### src/rtl/sram_line_en_pkg.sv
// Shared types and helpers for the SRAM line-enable request controller.
package sram_line_en_pkg;

  localparam int unsigned DEF_ADDR_BITS = 10;
  localparam int unsigned DEF_DATA_BITS = 32;

  typedef struct packed {
    logic                     we;
    logic [DEF_ADDR_BITS-1:0] addr;
    logic [DEF_DATA_BITS-1:0] wdata;
  } req_t;

  // Occupancy counter must represent 0..depth inclusive.
  function automatic int unsigned occ_bits(input int unsigned depth);
    return $clog2(depth + 1);
  endfunction

endpackage

### src/rtl/sram_line_en_req_ctrl_if.sv
// Request/response handshake plus SRAM command bus of the line-enable controller.
interface sram_line_en_req_ctrl_if #(
  parameter int unsigned MEM_ADDR_BITS = 10,
  parameter int unsigned MEM_DATA_BITS = 32
);

  logic                     i_req_valid;
  logic                     o_req_ready;
  logic                     i_req_we;
  logic [MEM_ADDR_BITS-1:0] i_req_addr;
  logic [MEM_DATA_BITS-1:0] i_req_wdata;
  logic                     o_rsp_valid;
  logic                     i_rsp_ready;
  logic [MEM_DATA_BITS-1:0] o_rsp_rdata;
  logic                     o_sram_write_en;
  logic                     o_sram_read_en;
  logic [MEM_ADDR_BITS-1:0] o_sram_addr;
  logic [MEM_DATA_BITS-1:0] o_sram_write_data;
  logic [MEM_DATA_BITS-1:0] i_sram_read_data;

  modport slave (
    input  i_req_valid, i_req_we, i_req_addr, i_req_wdata, i_rsp_ready, i_sram_read_data,
    output o_req_ready, o_rsp_valid, o_rsp_rdata,
           o_sram_write_en, o_sram_read_en, o_sram_addr, o_sram_write_data
  );

  modport master (
    output i_req_valid, i_req_we, i_req_addr, i_req_wdata, i_rsp_ready, i_sram_read_data,
    input  o_req_ready, o_rsp_valid, o_rsp_rdata,
           o_sram_write_en, o_sram_read_en, o_sram_addr, o_sram_write_data
  );

endinterface

### src/rtl/sram_line_en_rsp_fifo.sv
// First-word-fall-through response buffer; pointers wrap modulo DEPTH (any depth >= 2).
module sram_line_en_rsp_fifo
  import sram_line_en_pkg::*;
#(
  parameter int unsigned DEPTH = 2,
  parameter int unsigned WIDTH = 32
) (
  input  logic                       clk,
  input  logic                       rst_n,
  input  logic                       push,
  input  logic [WIDTH-1:0]           push_data,
  input  logic                       pop,
  output logic                       valid,
  output logic [WIDTH-1:0]           head,
  output logic [occ_bits(DEPTH)-1:0] count
);

  localparam int unsigned PTR_W = (DEPTH > 1) ? $clog2(DEPTH) : 1;

  logic [WIDTH-1:0] mem [DEPTH];
  logic [PTR_W-1:0] wr_ptr;
  logic [PTR_W-1:0] rd_ptr;
  logic             pop_ok;

  function automatic logic [PTR_W-1:0] bump(input logic [PTR_W-1:0] p);
    return (p == PTR_W'(DEPTH - 1)) ? '0 : p + 1'b1;
  endfunction

  assign valid  = (count != '0);
  assign head   = mem[rd_ptr];
  assign pop_ok = pop & valid;

  always_ff @(posedge clk) begin
    if (push) mem[wr_ptr] <= push_data;
  end

  always_ff @(posedge clk or negedge rst_n) begin
    if (!rst_n) begin
      wr_ptr <= '0;
      rd_ptr <= '0;
      count  <= '0;
    end else begin
      if (push)   wr_ptr <= bump(wr_ptr);
      if (pop_ok) rd_ptr <= bump(rd_ptr);
      case ({push, pop_ok})
        2'b10:   count <= count + 1'b1;
        2'b01:   count <= count - 1'b1;
        default: count <= count;
      endcase
    end
  end

endmodule

### src/rtl/sram_line_en_req_ctrl.sv
// Line-enable SRAM request controller: combinational command issue, credit-based
// flow control against a FWFT read-response buffer.
module sram_line_en_req_ctrl
  import sram_line_en_pkg::*;
#(
  parameter int unsigned MEM_ADDR_BITS = 10,
  parameter int unsigned MEM_DATA_BITS = 32,
  parameter int unsigned RSP_DEPTH     = 2
) (
  input  logic                   i_clk,
  input  logic                   i_rst_n,
  sram_line_en_req_ctrl_if.slave bus
);

  localparam int unsigned CNT_W = occ_bits(RSP_DEPTH);

  logic                     run;
  logic                     inflight;
  logic                     req_acc;
  logic                     rd_acc;
  logic                     pop;
  logic                     fifo_valid;
  logic [MEM_DATA_BITS-1:0] fifo_head;
  logic [CNT_W-1:0]         occ;
  logic [CNT_W:0]           credit;
  logic [MEM_ADDR_BITS-1:0] cmd_addr;
  logic [MEM_DATA_BITS-1:0] cmd_wdata;

  assign req_acc = bus.i_req_valid & bus.o_req_ready;
  assign rd_acc  = req_acc & ~bus.i_req_we;
  assign pop     = fifo_valid & bus.i_rsp_ready;
  assign credit  = {1'b0, occ} + {{CNT_W{1'b0}}, inflight};

  // A same-cycle pop frees the slot the new read will eventually need.
  assign bus.o_req_ready = run & ((credit < (CNT_W+1)'(RSP_DEPTH)) | pop);

  assign cmd_addr              = bus.i_req_addr;
  assign cmd_wdata             = bus.i_req_wdata;
  assign bus.o_sram_addr       = cmd_addr;
  assign bus.o_sram_write_data = cmd_wdata;
  assign bus.o_sram_write_en   = req_acc & bus.i_req_we;
  assign bus.o_sram_read_en    = rd_acc;
  assign bus.o_rsp_valid       = fifo_valid;
  assign bus.o_rsp_rdata       = fifo_head;

  // run holds off acceptance until the first clock edge after reset release.
  always_ff @(posedge i_clk or negedge i_rst_n) begin
    if (!i_rst_n) begin
      run      <= 1'b0;
      inflight <= 1'b0;
    end else begin
      run      <= 1'b1;
      inflight <= rd_acc;
    end
  end

  sram_line_en_rsp_fifo #(
    .DEPTH (RSP_DEPTH),
    .WIDTH (MEM_DATA_BITS)
  ) u_rsp_fifo (
    .clk       (i_clk),
    .rst_n     (i_rst_n),
    .push      (inflight),
    .push_data (bus.i_sram_read_data),
    .pop       (pop),
    .valid     (fifo_valid),
    .head      (fifo_head),
    .count     (occ)
  );

endmodule
### src/flat_wrapper.sv
// flat-port wrapper written by rule: the top's interface ports become plain ports
module sram_line_en_req_ctrl_flat import sram_line_en_pkg::*;
#(
  parameter int unsigned MEM_ADDR_BITS = 10,
  parameter int unsigned MEM_DATA_BITS = 32,
  parameter int unsigned RSP_DEPTH     = 2
)
  (i_clk, i_rst_n, bus_i_req_valid, bus_i_req_we, bus_i_req_addr, bus_i_req_wdata, bus_i_rsp_ready, bus_i_sram_read_data, bus_o_req_ready, bus_o_rsp_valid, bus_o_rsp_rdata, bus_o_sram_write_en, bus_o_sram_read_en, bus_o_sram_addr, bus_o_sram_write_data);
  sram_line_en_req_ctrl_if #(.MEM_ADDR_BITS(MEM_ADDR_BITS), .MEM_DATA_BITS(MEM_DATA_BITS)) bus_i ();
  input  logic i_clk;
  input  logic i_rst_n;
  input wire logic [$bits(bus_i.i_req_valid)-1:0] bus_i_req_valid;
  input wire logic [$bits(bus_i.i_req_we)-1:0] bus_i_req_we;
  input wire logic [$bits(bus_i.i_req_addr)-1:0] bus_i_req_addr;
  input wire logic [$bits(bus_i.i_req_wdata)-1:0] bus_i_req_wdata;
  input wire logic [$bits(bus_i.i_rsp_ready)-1:0] bus_i_rsp_ready;
  input wire logic [$bits(bus_i.i_sram_read_data)-1:0] bus_i_sram_read_data;
  output wire logic [$bits(bus_i.o_req_ready)-1:0] bus_o_req_ready;
  output wire logic [$bits(bus_i.o_rsp_valid)-1:0] bus_o_rsp_valid;
  output wire logic [$bits(bus_i.o_rsp_rdata)-1:0] bus_o_rsp_rdata;
  output wire logic [$bits(bus_i.o_sram_write_en)-1:0] bus_o_sram_write_en;
  output wire logic [$bits(bus_i.o_sram_read_en)-1:0] bus_o_sram_read_en;
  output wire logic [$bits(bus_i.o_sram_addr)-1:0] bus_o_sram_addr;
  output wire logic [$bits(bus_i.o_sram_write_data)-1:0] bus_o_sram_write_data;
  assign bus_i.i_req_valid = bus_i_req_valid;
  assign bus_i.i_req_we = bus_i_req_we;
  assign bus_i.i_req_addr = bus_i_req_addr;
  assign bus_i.i_req_wdata = bus_i_req_wdata;
  assign bus_i.i_rsp_ready = bus_i_rsp_ready;
  assign bus_i.i_sram_read_data = bus_i_sram_read_data;
  assign bus_o_req_ready = bus_i.o_req_ready;
  assign bus_o_rsp_valid = bus_i.o_rsp_valid;
  assign bus_o_rsp_rdata = bus_i.o_rsp_rdata;
  assign bus_o_sram_write_en = bus_i.o_sram_write_en;
  assign bus_o_sram_read_en = bus_i.o_sram_read_en;
  assign bus_o_sram_addr = bus_i.o_sram_addr;
  assign bus_o_sram_write_data = bus_i.o_sram_write_data;
  sram_line_en_req_ctrl #(.MEM_ADDR_BITS(MEM_ADDR_BITS), .MEM_DATA_BITS(MEM_DATA_BITS), .RSP_DEPTH(RSP_DEPTH)) u_core (.i_clk(i_clk), .i_rst_n(i_rst_n), .bus(bus_i));
endmodule
### config.mk
export PLATFORM = sky130hd
export DESIGN_NAME = sram_line_en_req_ctrl_flat
export DESIGN_NICKNAME = d
export VERILOG_FILES = /design/src/rtl/sram_line_en_pkg.sv /design/src/rtl/sram_line_en_req_ctrl_if.sv /design/src/rtl/sram_line_en_rsp_fifo.sv /design/src/rtl/sram_line_en_req_ctrl.sv /design/src/flat_wrapper.sv
export SDC_FILE = /design/constraint.sdc
export NUM_CORES = 1
export LEC_CHECK = 0
export ABC_CLOCK_PERIOD_IN_PS = 6520
export CORE_ASPECT_RATIO = 1.2
export CORE_MARGIN = 8
export CORE_UTILIZATION = 40
export CTS_CLUSTER_SIZE = 28
export DETAILED_ROUTE_END_ITERATION = 6
export PLACE_DENSITY = 0.9
export SYNTH_ARGS = -nofsm -noshare
export SYNTH_HDL_FRONTEND = slang
export SYNTH_HIERARCHICAL = 1
export SYNTH_SLANG_ARGS = --single-unit
### constraint.sdc
create_clock -name i_clk -period 6.52 [get_ports i_clk]
set_clock_uncertainty 0.1 [all_clocks]
set_input_delay 1.956 -clock i_clk [delete_from_list [all_inputs] [get_ports i_clk]]
set_output_delay 1.956 -clock i_clk [all_outputs]
set_load 0.01 [all_outputs]
==> key figures, run 1 <==
Pwr
  • Maximum VDD drop: around 220 µV
  • Lkg Pwr: 1.25 nW
  • Clock power share: ~28%
  • Logic pwr share: 30.2%
  • Sw Ratio: 25.3%
  • PD cells: 361 nW/µm²
  • NetSw: approximately 330 µW
  • Seq pwr share: 41.8%
  • Pint: 983 µW

Die
  • Die extent in x: 94.3 µm
  • Die ar.: 10400 µm²
  • Floorplan Core Area: 7190 µm²
  • Die H: 110 µm
  • # IOs: around 160
  • Row count: 34
  • Initial Utilization: between 40% and 50%

Synth
  • Mapped cell area: 2940 µm²
  • Seq/Total Area, Yosys: between 70% and 80%
  • Ys async rst share: 8.57%
  • Post-synthesis cell count: 169
  • Ys Warns: 6
  • Post-synth EDFFs: 64
  • Ys flop type: edfxtp_1
  • Synth Net Count: between 200 and 250
  • Syn Area/Cell: about 17 µm²
  • Netlist cell types: 21
  • FF+latch count, synth: 70

Route
  • Via count: 1429
  • First-pass iteration count of the detailed router: 3
  • DR WL/cell: 16.7 µm
  • Final ANT Viol Nets: 0
  • DRC violations left: 0
  • WL final: approximately 5.0 mm
  • Detailed Route Iter0 Violations: 52
  • Via/cell ratio: 4.73

Place
  • Routability Congestion: 0.640
  • Dpl ws: around 1200 ps
  • Port Buf Inserts: 72

STA
  • Fin. Hold Viols: 0
  • Fin crit share: 82.2%
  • Setup-failing EPs final: 0
  • Relative slew margins: 36.3%
  • Final critical-path required period: about 5400 ps
  • RSZ-0062 raised after global routing: false
  • Max-slew violations: 0
  • Setup tns final: 0 ps
  • Fmax: roughly 190 MHz
  • Hold WS: 406 ps
  • Worst slew pin tran: 953 ps
  • Final worst slack: 1160 ps

Global routing
  • Vias in the first global route: roughly 1600
  • Initial antenna violation count: 0
  • Largest net degree at the start of global routing: 34
  • Gr ovfl total: 0
  • Total Routing Usage GR: 10.2%
  • First-pass GRT wire length: 7.74 mm

Layout
  • Synth-to-Final Area Change: 24.0%
  • Fillers: 612
  • Commonest non-fill, non-tap cell in the layout: clkdlybuf4s50_1
  • Antenna Diode Count: 0
  • Fraction of layout cells with a size suffix above 1: between 20% and 30%
  • Final #Nets: 287
  • Commonest non-fill, non-tap cells in the layout: clkdlybuf4s50_1, edfxtp_1, mux2_2

Outcome
  • Status: finished clean

Clock network
  • Root cell of the clock tree: clkbuf_8
  • Hold Buf Count CTS: 0
  • Post-CTS Setup Bufs: 0
  • CTS tree: yes
  • Reg clk slew, reported paths: approximately 70 ps
  • Clk sinks: 70
  • Number of buffers created by CTS: 9
  • H-Tree Depth: 3
  • Clock Latency Late Sink: 330 ps
  • Clk buf depth: 2
  • Post-cts sizing count: 0

Worst setup path
  • Critical Path RT: approximately 4500 ps
  • Worst r2r path cells: 8
  • Crit Path Category: in2out
  • Worst r2r dst: u_core/u_rsp_fifo/count[1]$_DFFE_PN0P_
  • CP endpoint kind: output pin
  • Worst-path fanout max: 2
  • R2R setup slack: 4740 ps
  • Crit path launch type: input port
  • Reg-to-Reg Start: u_core/u_rsp_fifo/count[0]$_DFFE_PN0P_
  • Arrival time at the worst endpoint: 3310 ps

Min path
  • Hold-critical path depth: 1
  • Hold path endpoint: u_core/u_rsp_fifo/count[1]$_DFFE_PN0P_
  • Type of the worst min-delay path: reg2reg
  • Worst hold start: u_core/u_rsp_fifo/count[1]$_DFFE_PN0P_

Run
  • MaxCap Viol Count: 0
==> state kept, by name (all words and copies together) (netlist names) <==
signal,count
u_core/u_rsp_fifo/mem,64
u_core/u_rsp_fifo/count,2
u_core/inflight,1
u_core/run,1
u_core/u_rsp_fifo/rd_ptr,1
u_core/u_rsp_fifo/wr_ptr,1
==> per-stage QoR <==
step	util, %	total power [mW]	std cells	cell area [µm²]
floorplan	-	0.822	169	2940
global placement	47.7	0.958	286	3430
detailed placement	47.7	0.966	286	3430
CTS	50.7	1.34	302	3640
global route	50.7	1.38	302	3640
finish	50.7	1.32	302	3640
==> worst max-delay path, cell delays in order <==
cell,delay (ps)
clkdlybuf4s50_1,410
nand3b_1,160
a21oi_1,180
clkdlybuf4s50_1,600
==> synthesized netlist by cell type (2+ instances only) <==
master | instances | area, µm²
buf_6 | 4 | 45.0
buf_4 | 42 | 315
nor2_1 | 2 | 7.51
xor2_1 | 3 | 26.3
dfrtp_1 | 6 | 150
a21oi_1 | 2 | 10.0
edfxtp_1 | 64 | 1920
mux2_4 | 2 | 30.0
inv_1 | 2 | 7.51
mux2_2 | 30 | 338
xnor2_1 | 2 | 17.5
==> power groups by stage <==
stage | logic (mW) | clock network, mW | registers [mW]
2_1_floorplan | 0.266 | 0 | 0.556
3_3_place_gp | 0.400 | 0 | 0.558
3_5_place_dp | 0.406 | 0 | 0.560
4_1_cts | 0.409 | 0.384 | 0.551
5_1_grt | 0.427 | 0.402 | 0.554
6_report | 0.398 | 0.368 | 0.551
==> layer usage <==
metal,GRT usage (%),share of wire [%],routed length [µm],vias up
li1,-,-,-,646
met1,9.34,34,1730,697
met2,17.8,53,2670,78
met3,5.87,12,584,8
met4,4.31,1.3,64,0
met5,0,0,0,-
==> cells by family (layout without fill, tap and decap cells) <==
| logic type | Yosys count | in the layout | share of synthesized area, % |
|---|---|---|---|
| xor gates and xnor gates | 5 | 5 | 1.49 |
| adders and majority gates | 1 | 1 | 0.425 |
| muxes | 32 | 32 | 12.5 |
| buffers and inverters | 48 | 91 | 12.5 |
| other | 1 | 1 | 0.128 |
| AOI/OAI and AO/OA | 4 | 4 | 0.851 |
| and+or+nand+nor | 8 | 8 | 1.62 |
| DFF | 70 | 70 | 70.5 |
==> layout make-up <==
cell class              instances  area [µm²]  area share (%)
flip-flops and latches         70        2070            56.8
repair buffers                 73         728            20.0
multi-input cells              51         509            14.0
clock buffers                  10         128            3.50
well taps                      90         113            3.09
clock inverters                 6        87.6            2.40
inverters                       2        7.51           0.206
==> worst max path at each step <==
stage | depth (start not counted) | startpoint | endpoint
final | 4 | bus_i_req_we | bus_o_sram_read_en
after global placement | 4 | bus_i_req_we | bus_o_sram_read_en
after CTS | 4 | bus_i_req_we | bus_o_sram_read_en
after floorplan | 2 | bus_i_req_we | bus_o_sram_read_en
after global routing | 4 | bus_i_req_we | bus_o_sram_read_en
after detailed placement | 4 | bus_i_req_we | bus_o_sram_read_en
(Power assumes the default switching activity.)
==> run 2, diff against run 1 <==
--- a/config.mk
+++ b/config.mk
@@ -5,13 +5,13 @@
 export SDC_FILE = /design/constraint.sdc
 export NUM_CORES = 1
 export LEC_CHECK = 0
-export ABC_CLOCK_PERIOD_IN_PS = 6520
+export ABC_CLOCK_PERIOD_IN_PS = 4770
 export CORE_ASPECT_RATIO = 1.2
 export CORE_MARGIN = 8
-export CORE_UTILIZATION = 40
+export CORE_UTILIZATION = 35
 export CTS_CLUSTER_SIZE = 28
 export DETAILED_ROUTE_END_ITERATION = 6
-export PLACE_DENSITY = 0.9
+export PLACE_DENSITY = 0.84
 export SYNTH_ARGS = -nofsm -noshare
 export SYNTH_HDL_FRONTEND = slang
 export SYNTH_HIERARCHICAL = 1
==> constraint.sdc (replaced) <==
create_clock -name i_clk -period 4.77 [get_ports i_clk]
set_clock_uncertainty 0.1 [all_clocks]
set_input_delay 1.431 -clock i_clk [delete_from_list [all_inputs] [get_ports i_clk]]
set_output_delay 1.431 -clock i_clk [all_outputs]
set_load 0.01 [all_outputs]
==> key figures, run 2 (synthesized netlist as in run 1, its figures left out) <==
Outcome
  • Status: finished clean (unchanged)

Clock network
  • Hold Buf Count CTS: 0 (unchanged)
  • Clk buf depth: 2 (unchanged)
  • CTS tree: yes (unchanged)
  • Post-CTS Setup Bufs: 0 (unchanged)
  • Clock Latency Late Sink: 340 ps (was 330 ps)
  • Root cell of the clock tree: clkbuf_8 (unchanged)
  • Post-cts sizing count: 0 (unchanged)
  • Number of buffers created by CTS: 9 (unchanged)
  • Reg clk slew, reported paths: 70 ps (about the same)
  • Clk sinks: 70 (unchanged)
  • H-Tree Depth: 3 (unchanged)

Pwr
  • Maximum VDD drop: 269 µV (was 216 µV)
  • Overall power: 1.82 mW (was 1.32 mW)
  • Lkg Pwr: 1.25 nW (about the same)
  • PD cells: 493 nW/µm² (was 361 nW/µm²)

Place
  • Inst Count DP: 310 (was 286)
  • Dpl ws: 477 ps (was 1150 ps)
  • DP HPWL: 3.45 mm
  • Placed Area: 3460 µm² (was 3430 µm²)
  • Port Buf Inserts: 72 (unchanged)
  • Routability Congestion: 0.659 (was 0.640)

Global routing
  • GRT Max-Usage Layer: met2 (unchanged)
  • Total Routing Usage GR: 9.03% (was 10.2%)
  • Global Route met2 Usage: 15.0% (was 17.8%)
  • First-pass GRT wire length: 7.76 mm (was 7.74 mm)
  • Initial antenna violation count: 0 (unchanged)
  • Largest net degree at the start of global routing: 34 (unchanged)
  • Met3 Track Usage GR: 6.08% (was 5.87%)
  • Vias in the first global route: 1543 (was 1559)
  • Gr ovfl total: 0 (unchanged)
  • GR Util met1: 8.23% (was 9.34%)

Die
  • # IOs: 157 (unchanged)
  • Die H: 116 µm (was 110 µm)
  • Die ar.: 11600 µm² (was 10400 µm²)
  • Floorplan Core Area: 8150 µm² (was 7190 µm²)
  • Initial Utilization: 36.1% (was 40.9%)
  • Row count: 36 (was 34)
  • Die extent in x: 99.7 µm (was 94.3 µm)

STA
  • Relative slew margins: 34.9% (was 36.3%)
  • Setup-failing EPs final: 0 (unchanged)
  • RSZ-0062 raised after global routing: false (unchanged)
  • Setup tns final: 0 ps (unchanged)
  • Fmax: 234 MHz
  • Final worst slack: 500 ps (was 1160 ps)
  • Hold WS: 410 ps (was 406 ps)
  • Fin. Hold Viols: 0 (unchanged)
  • Worst slew pin tran: 975 ps (was 953 ps)
  • Max-slew violations: 0 (unchanged)
  • Fin crit share: roughly nine tenths
  • Final critical-path required period: 4270 ps

Layout
  • Final #Nets: 287 (unchanged)
  • Top flop regs: u_core/u_rsp_fifo/mem x64, u_core/u_rsp_fifo/count x2 (unchanged)
  • Most flop-heavy register: u_core/u_rsp_fifo/mem (unchanged)
  • Antenna Diode Count: 0 (unchanged)
  • Synth-to-Final Area Change: 25.2% (was 24.0%)
  • Largest register FFs: 64 (unchanged)
  • Post-Layout Cell Count: 326 (was 302)
  • Final core occ: 45.2% (was 50.7%)
  • Fraction of layout cells with a size suffix above 1: 25.0% (was 24.5%)
  • Cell area after layout: 3680 µm² (was 3640 µm²)
  • Commonest non-fill, non-tap cell in the layout: clkdlybuf4s50_1 (unchanged)
  • Commonest non-fill, non-tap cells in the layout: clkdlybuf4s50_1, edfxtp_1, mux2_2 (unchanged)

Route
  • First-pass iteration count of the detailed router: 4 (was 3)
  • Via/cell ratio: 4.33 (was 4.73)
  • Via count: 1412 (was 1429)
  • DR WL/cell: 15.5 µm (was 16.7 µm)
  • Final ANT Viol Nets: 0 (unchanged)
  • Detailed Route Iter0 Violations: 38 (was 52)
  • WL final: 5.05 mm (about the same)
  • DRC violations left: 0 (unchanged)

Worst setup path
  • Crit Path Category: in2out (unchanged)
  • Worst path slowest cell: clkdlybuf4s50_1 (unchanged)
  • Critical Path RT: 3240 ps (was 4460 ps)
  • Cell breakdown of the critical path: clkdlybuf4s50_1 > nand3b_1 > a21oi_1 > clkdlybuf4s50_1 (unchanged)
  • Crit path largest cell delay: 580 ps (was 600 ps)
  • Worst path most repeated cell: clkdlybuf4s50_1 (unchanged)
  • Crit path launch type: input port (unchanged)
  • Arrival time at the worst endpoint: 2740 ps (was 3310 ps)
  • CP endpoint kind: output pin (unchanged)
  • Worst-path fanout max: 2 (unchanged)
  • CP top delay family: buffers and inverters (unchanged)
  • Buf+Inv Stages, Crit Path: 2 (unchanged)

Run
  • MaxCap Viol Count: 0 (unchanged)

Min path
  • Type of the worst min-delay path: reg2reg (unchanged)
==> run 2: cell count changes in the layout (fill, tap and decap cells not counted) <==
cell        change
clkinv_4        -1
clkinv_2        -1
clkinvlp_4      +2
clkbuf_1        -1
inv_6           +1
==> run 2: final timing paths <==
path,to,cells after the start,slack [ps],start
worst max-delay path,bus_o_sram_read_en,4,500,bus_i_req_we
max in group asynchronous,u_core/inflight$_DFF_PN0_,1,3140,i_rst_n
worst max register to register,u_core/u_rsp_fifo/count[1]$_DFFE_PN0P_,8,2960,u_core/u_rsp_fifo/count[0]$_DFFE_PN0P_
worst min register to register,u_core/u_rsp_fifo/wr_ptr$_DFFE_PN0P_,1,410,u_core/inflight$_DFF_PN0_
worst min-delay path,u_core/u_rsp_fifo/wr_ptr$_DFFE_PN0P_,1,410,u_core/inflight$_DFF_PN0_
min in group asynchronous,u_core/u_rsp_fifo/count[1]$_DFFE_PN0P_,1,1220,i_rst_n
==> run 2: routing by layer <==
| metal | wire length (µm) | vias to the layer above |
|---|---|---|
| met4 | 70 | 0 |
| met1 | 1870 | 688 |
| met5 | 0 | - |
| li1 | - | 645 |
| met3 | 518 | 11 |
| met2 | 2590 | 68 |
==> run 2: cell type report <==
class / count / area (µm²)
Clock inverter: 7 / 97.6
Fill cell: 716 / 4470
Tap cell: 114 / 143
Sequential cell: 70 / 2070
Inverter: 2 / 7.51
Multi-Input combinational cell: 51 / 509
Clock buffer: 9 / 124
Timing Repair Buffer: 73 / 728
==> run 2: report_power, final <==
group / leakage, nW / switching, mW / internal (mW) / total [mW]
logic: 0.493 / 0.222 / 0.322 / 0.544
clock network: 0.106 / 0.223 / 0.296 / 0.518
registers: 0.652 / 0.0257 / 0.727 / 0.753
total: 1.25 / 0.470 / 1.35 / 1.82
==> run 3, diff against run 2 <==
--- a/config.mk
+++ b/config.mk
@@ -8,11 +8,13 @@
 export ABC_CLOCK_PERIOD_IN_PS = 4770
 export CORE_ASPECT_RATIO = 1.2
 export CORE_MARGIN = 8
-export CORE_UTILIZATION = 35
+export CORE_UTILIZATION = 30
 export CTS_CLUSTER_SIZE = 28
 export DETAILED_ROUTE_END_ITERATION = 6
-export PLACE_DENSITY = 0.84
+export PLACE_DENSITY = 0.75
+export REMOVE_ABC_BUFFERS = 1
 export SYNTH_ARGS = -nofsm -noshare
 export SYNTH_HDL_FRONTEND = slang
 export SYNTH_HIERARCHICAL = 1
 export SYNTH_SLANG_ARGS = --single-unit
+export TNS_END_PERCENT = 10
==> key figures, run 3 (synthesized netlist as in run 1, its figures left out) <==
Outcome
  • Status: finished clean (unchanged)

Route
  • Detailed Route Iter0 Violations: 36 (was 38)
  • DRC violations left: 0 (unchanged)
  • First-pass iteration count of the detailed router: 3 (was 4)
  • Final ANT Viol Nets: 0 (unchanged)
  • Via/cell ratio: 4.43 (was 4.33)
  • WL final: 7.43 mm (was 5.05 mm)
  • Via count: 1480 (was 1412)
  • DR WL/cell: 22.2 µm (was 15.5 µm)

Place
  • Port Buf Inserts: 72 (unchanged)
  • DP HPWL: 5.34 mm (was 3.45 mm)
  • Routability Congestion: 0.642 (was 0.659)
  • Inst Count DP: 318 (was 310)

Pwr
  • PD cells: 504 nW/µm² (was 493 nW/µm²)
  • Sw Ratio: 25.2% (was 25.9%)
  • Logic pwr share: 25.8% (was 30.0%)
  • Lkg Pwr: 1.28 nW (was 1.25 nW)
  • NetSw: 474 µW (was 470 µW)
  • Clock power share: 31.1% (was 28.5%)
  • Maximum VDD drop: 284 µV (was 269 µV)
  • Seq pwr share: 43.0% (was 41.5%)
  • Pint: 1.41 mW (was 1.35 mW)

Layout
  • Fraction of layout cells with a size suffix above 1: 24.6% (was 25.0%)
  • Top flop regs: u_core/u_rsp_fifo/mem x64, u_core/u_rsp_fifo/count x2 (unchanged)
  • Largest register FFs: 64 (unchanged)
  • Multi-input gate area: 509 µm² (unchanged)
  • Most flop-heavy register: u_core/u_rsp_fifo/mem (unchanged)
  • Final #Nets: 286 (was 287)
  • Post-Layout Cell Count: 334 (was 326)
  • Commonest non-fill, non-tap cell in the layout: clkdlybuf4s50_1 (unchanged)
  • Antenna Diode Count: 0 (unchanged)
  • Commonest non-fill, non-tap cells in the layout: clkdlybuf4s50_1, edfxtp_1, mux2_2 (unchanged)
  • Synth-to-Final Area Change: 26.9% (was 25.2%)
  • Seq. cell area: 2070 µm² (about the same)
  • Fillers: 904 (was 716)

Clock network
  • Number of buffers created by CTS: 9 (unchanged)
  • Root cell of the clock tree: clkbuf_16 (was clkbuf_8)
  • H-Tree Depth: 3 (unchanged)
  • Reg clk slew, reported paths: 50 ps (was 70 ps)
  • Post-CTS Setup Bufs: 0 (unchanged)
  • Clk sinks: 70 (unchanged)
  • Post-cts sizing count: 0 (unchanged)
  • Clk buf depth: 2 (unchanged)
  • Clock Latency Late Sink: 320 ps (was 340 ps)
  • CTS tree: yes (unchanged)
  • Hold Buf Count CTS: 0 (unchanged)

Die
  • Die H: 124 µm (was 116 µm)
  • Floorplan Core Area: 9520 µm² (was 8150 µm²)
  • Die extent in x: 106 µm (was 99.7 µm)
  • Initial Utilization: 30.9% (was 36.1%)
  • Die ar.: 13200 µm² (was 11600 µm²)
  • # IOs: 157 (unchanged)
  • Row count: 39 (was 36)

Min path
  • Hold path endpoint: u_core/u_rsp_fifo/wr_ptr$_DFFE_PN0P_ (unchanged)
  • Hold-critical path depth: 1 (unchanged)
  • Worst hold start: u_core/inflight$_DFF_PN0_ (unchanged)
  • Type of the worst min-delay path: reg2reg (unchanged)

STA
  • Max-slew violations: 0 (unchanged)
  • Fin crit share: 89.5% (about the same)
  • Fmax: 234 MHz (about the same)
  • Fin. Hold Viols: 0 (unchanged)
  • Setup-failing EPs final: 0 (unchanged)
  • Relative slew margins: 32.8% (was 34.9%)
  • RSZ-0062 raised after global routing: false (unchanged)
  • Final critical-path required period: 4270 ps (about the same)
  • Setup tns final: 0 ps (unchanged)
  • Worst slew pin tran: 1010 ps (was 975 ps)

Global routing
  • Gr ovfl total: 0 (unchanged)
  • First-pass GRT wire length: 10.9 mm (was 7.76 mm)
  • Total Routing Usage GR: 11.5% (was 9.03%)
  • Vias in the first global route: 1654 (was 1543)
  • Initial antenna violation count: 1 (was 0)
  • Largest net degree at the start of global routing: 34 (unchanged)

Worst setup path
  • Crit Path Category: in2out (unchanged)
  • Worst r2r path cells: 7 (was 8)
  • Arrival time at the worst endpoint: 2740 ps (about the same)
  • Worst-path fanout max: 2 (unchanged)
  • R2R setup slack: 2960 ps (about the same)
  • Crit path launch type: input port (unchanged)
  • Critical Path RT: 3240 ps (about the same)
  • Worst r2r dst: u_core/u_rsp_fifo/count[1]$_DFFE_PN0P_ (unchanged)
  • Reg-to-Reg Start: u_core/u_rsp_fifo/count[0]$_DFFE_PN0P_ (unchanged)
  • CP endpoint kind: output pin (unchanged)

Run
  • MaxCap Viol Count: 0 (unchanged)
[run 3: per-stage QoR]
step | worst slack, ps | util [%] | power (mW) | area, µm² | hold slack [ps]
final | 503 | 39.2 | 1.88 | 3730 | 415
after global routing | 411 | 39.2 | 1.98 | 3730 | 437
after CTS | 479 | 39.2 | 1.93 | 3730 | 419
after detailed placement | 493 | 36.4 | 1.32 | 3460 | 409
after global placement | 535 | 36.4 | 1.31 | 3460 | 386
after floorplan | 1440 | - | 1.05 | 2580 | 356
[run 3: worst max-delay path by stage]
| stage | from | to | slack, ps | depth (start not counted) |
|---|---|---|---|---|
| global route | bus_i_req_we | bus_o_sram_read_en | 410 | 4 |
| CTS | bus_i_rsp_ready | bus_o_sram_read_en | 480 | 4 |
| detailed placement | bus_i_rsp_ready | bus_o_sram_read_en | 490 | 4 |
| global placement | bus_i_req_we | bus_o_sram_read_en | 540 | 4 |
| floorplan | bus_i_req_we | bus_o_sram_read_en | 1440 | 2 |
| finish | bus_i_req_we | bus_o_sram_read_en | 500 | 4 |
[run 3: cell type report]
class,instances,area share (%)
well taps,123,4.12
flip-flops and latches,70,55.5
multi-input cells,51,13.6
clock buffers,11,6.50
clock inverters,5,0.670
inverters,2,0.201
repair buffers,72,19.3
[run 3: worst max-delay path, cell delays in order]
cell and delay (ps):
clkdlybuf4s50_1 420, nand3b_1 160, a21oi_1 160, clkdlybuf4s50_1 570
[run 3: power by group through the flow]
| stage | clock network (mW) | registers (mW) | logic (mW) |
|---|---|---|---|
| 2_1_floorplan | 0 | 0.796 | 0.252 |
| 3_3_place_gp | 0 | 0.824 | 0.486 |
| 3_5_place_dp | 0 | 0.829 | 0.494 |
| 4_1_cts | 0.612 | 0.817 | 0.497 |
| 5_1_grt | 0.636 | 0.824 | 0.520 |
| 6_report | 0.586 | 0.810 | 0.486 |
[run 3: metal layers]
metal	global-route usage, %	share of wire (%)	vias to the layer above
met4	5.06	1.7	4
met2	13.5	39	102
met1	12.4	39	717
met3	12.3	20	13
li1	-	-	644
met5	4.76	1.1	-
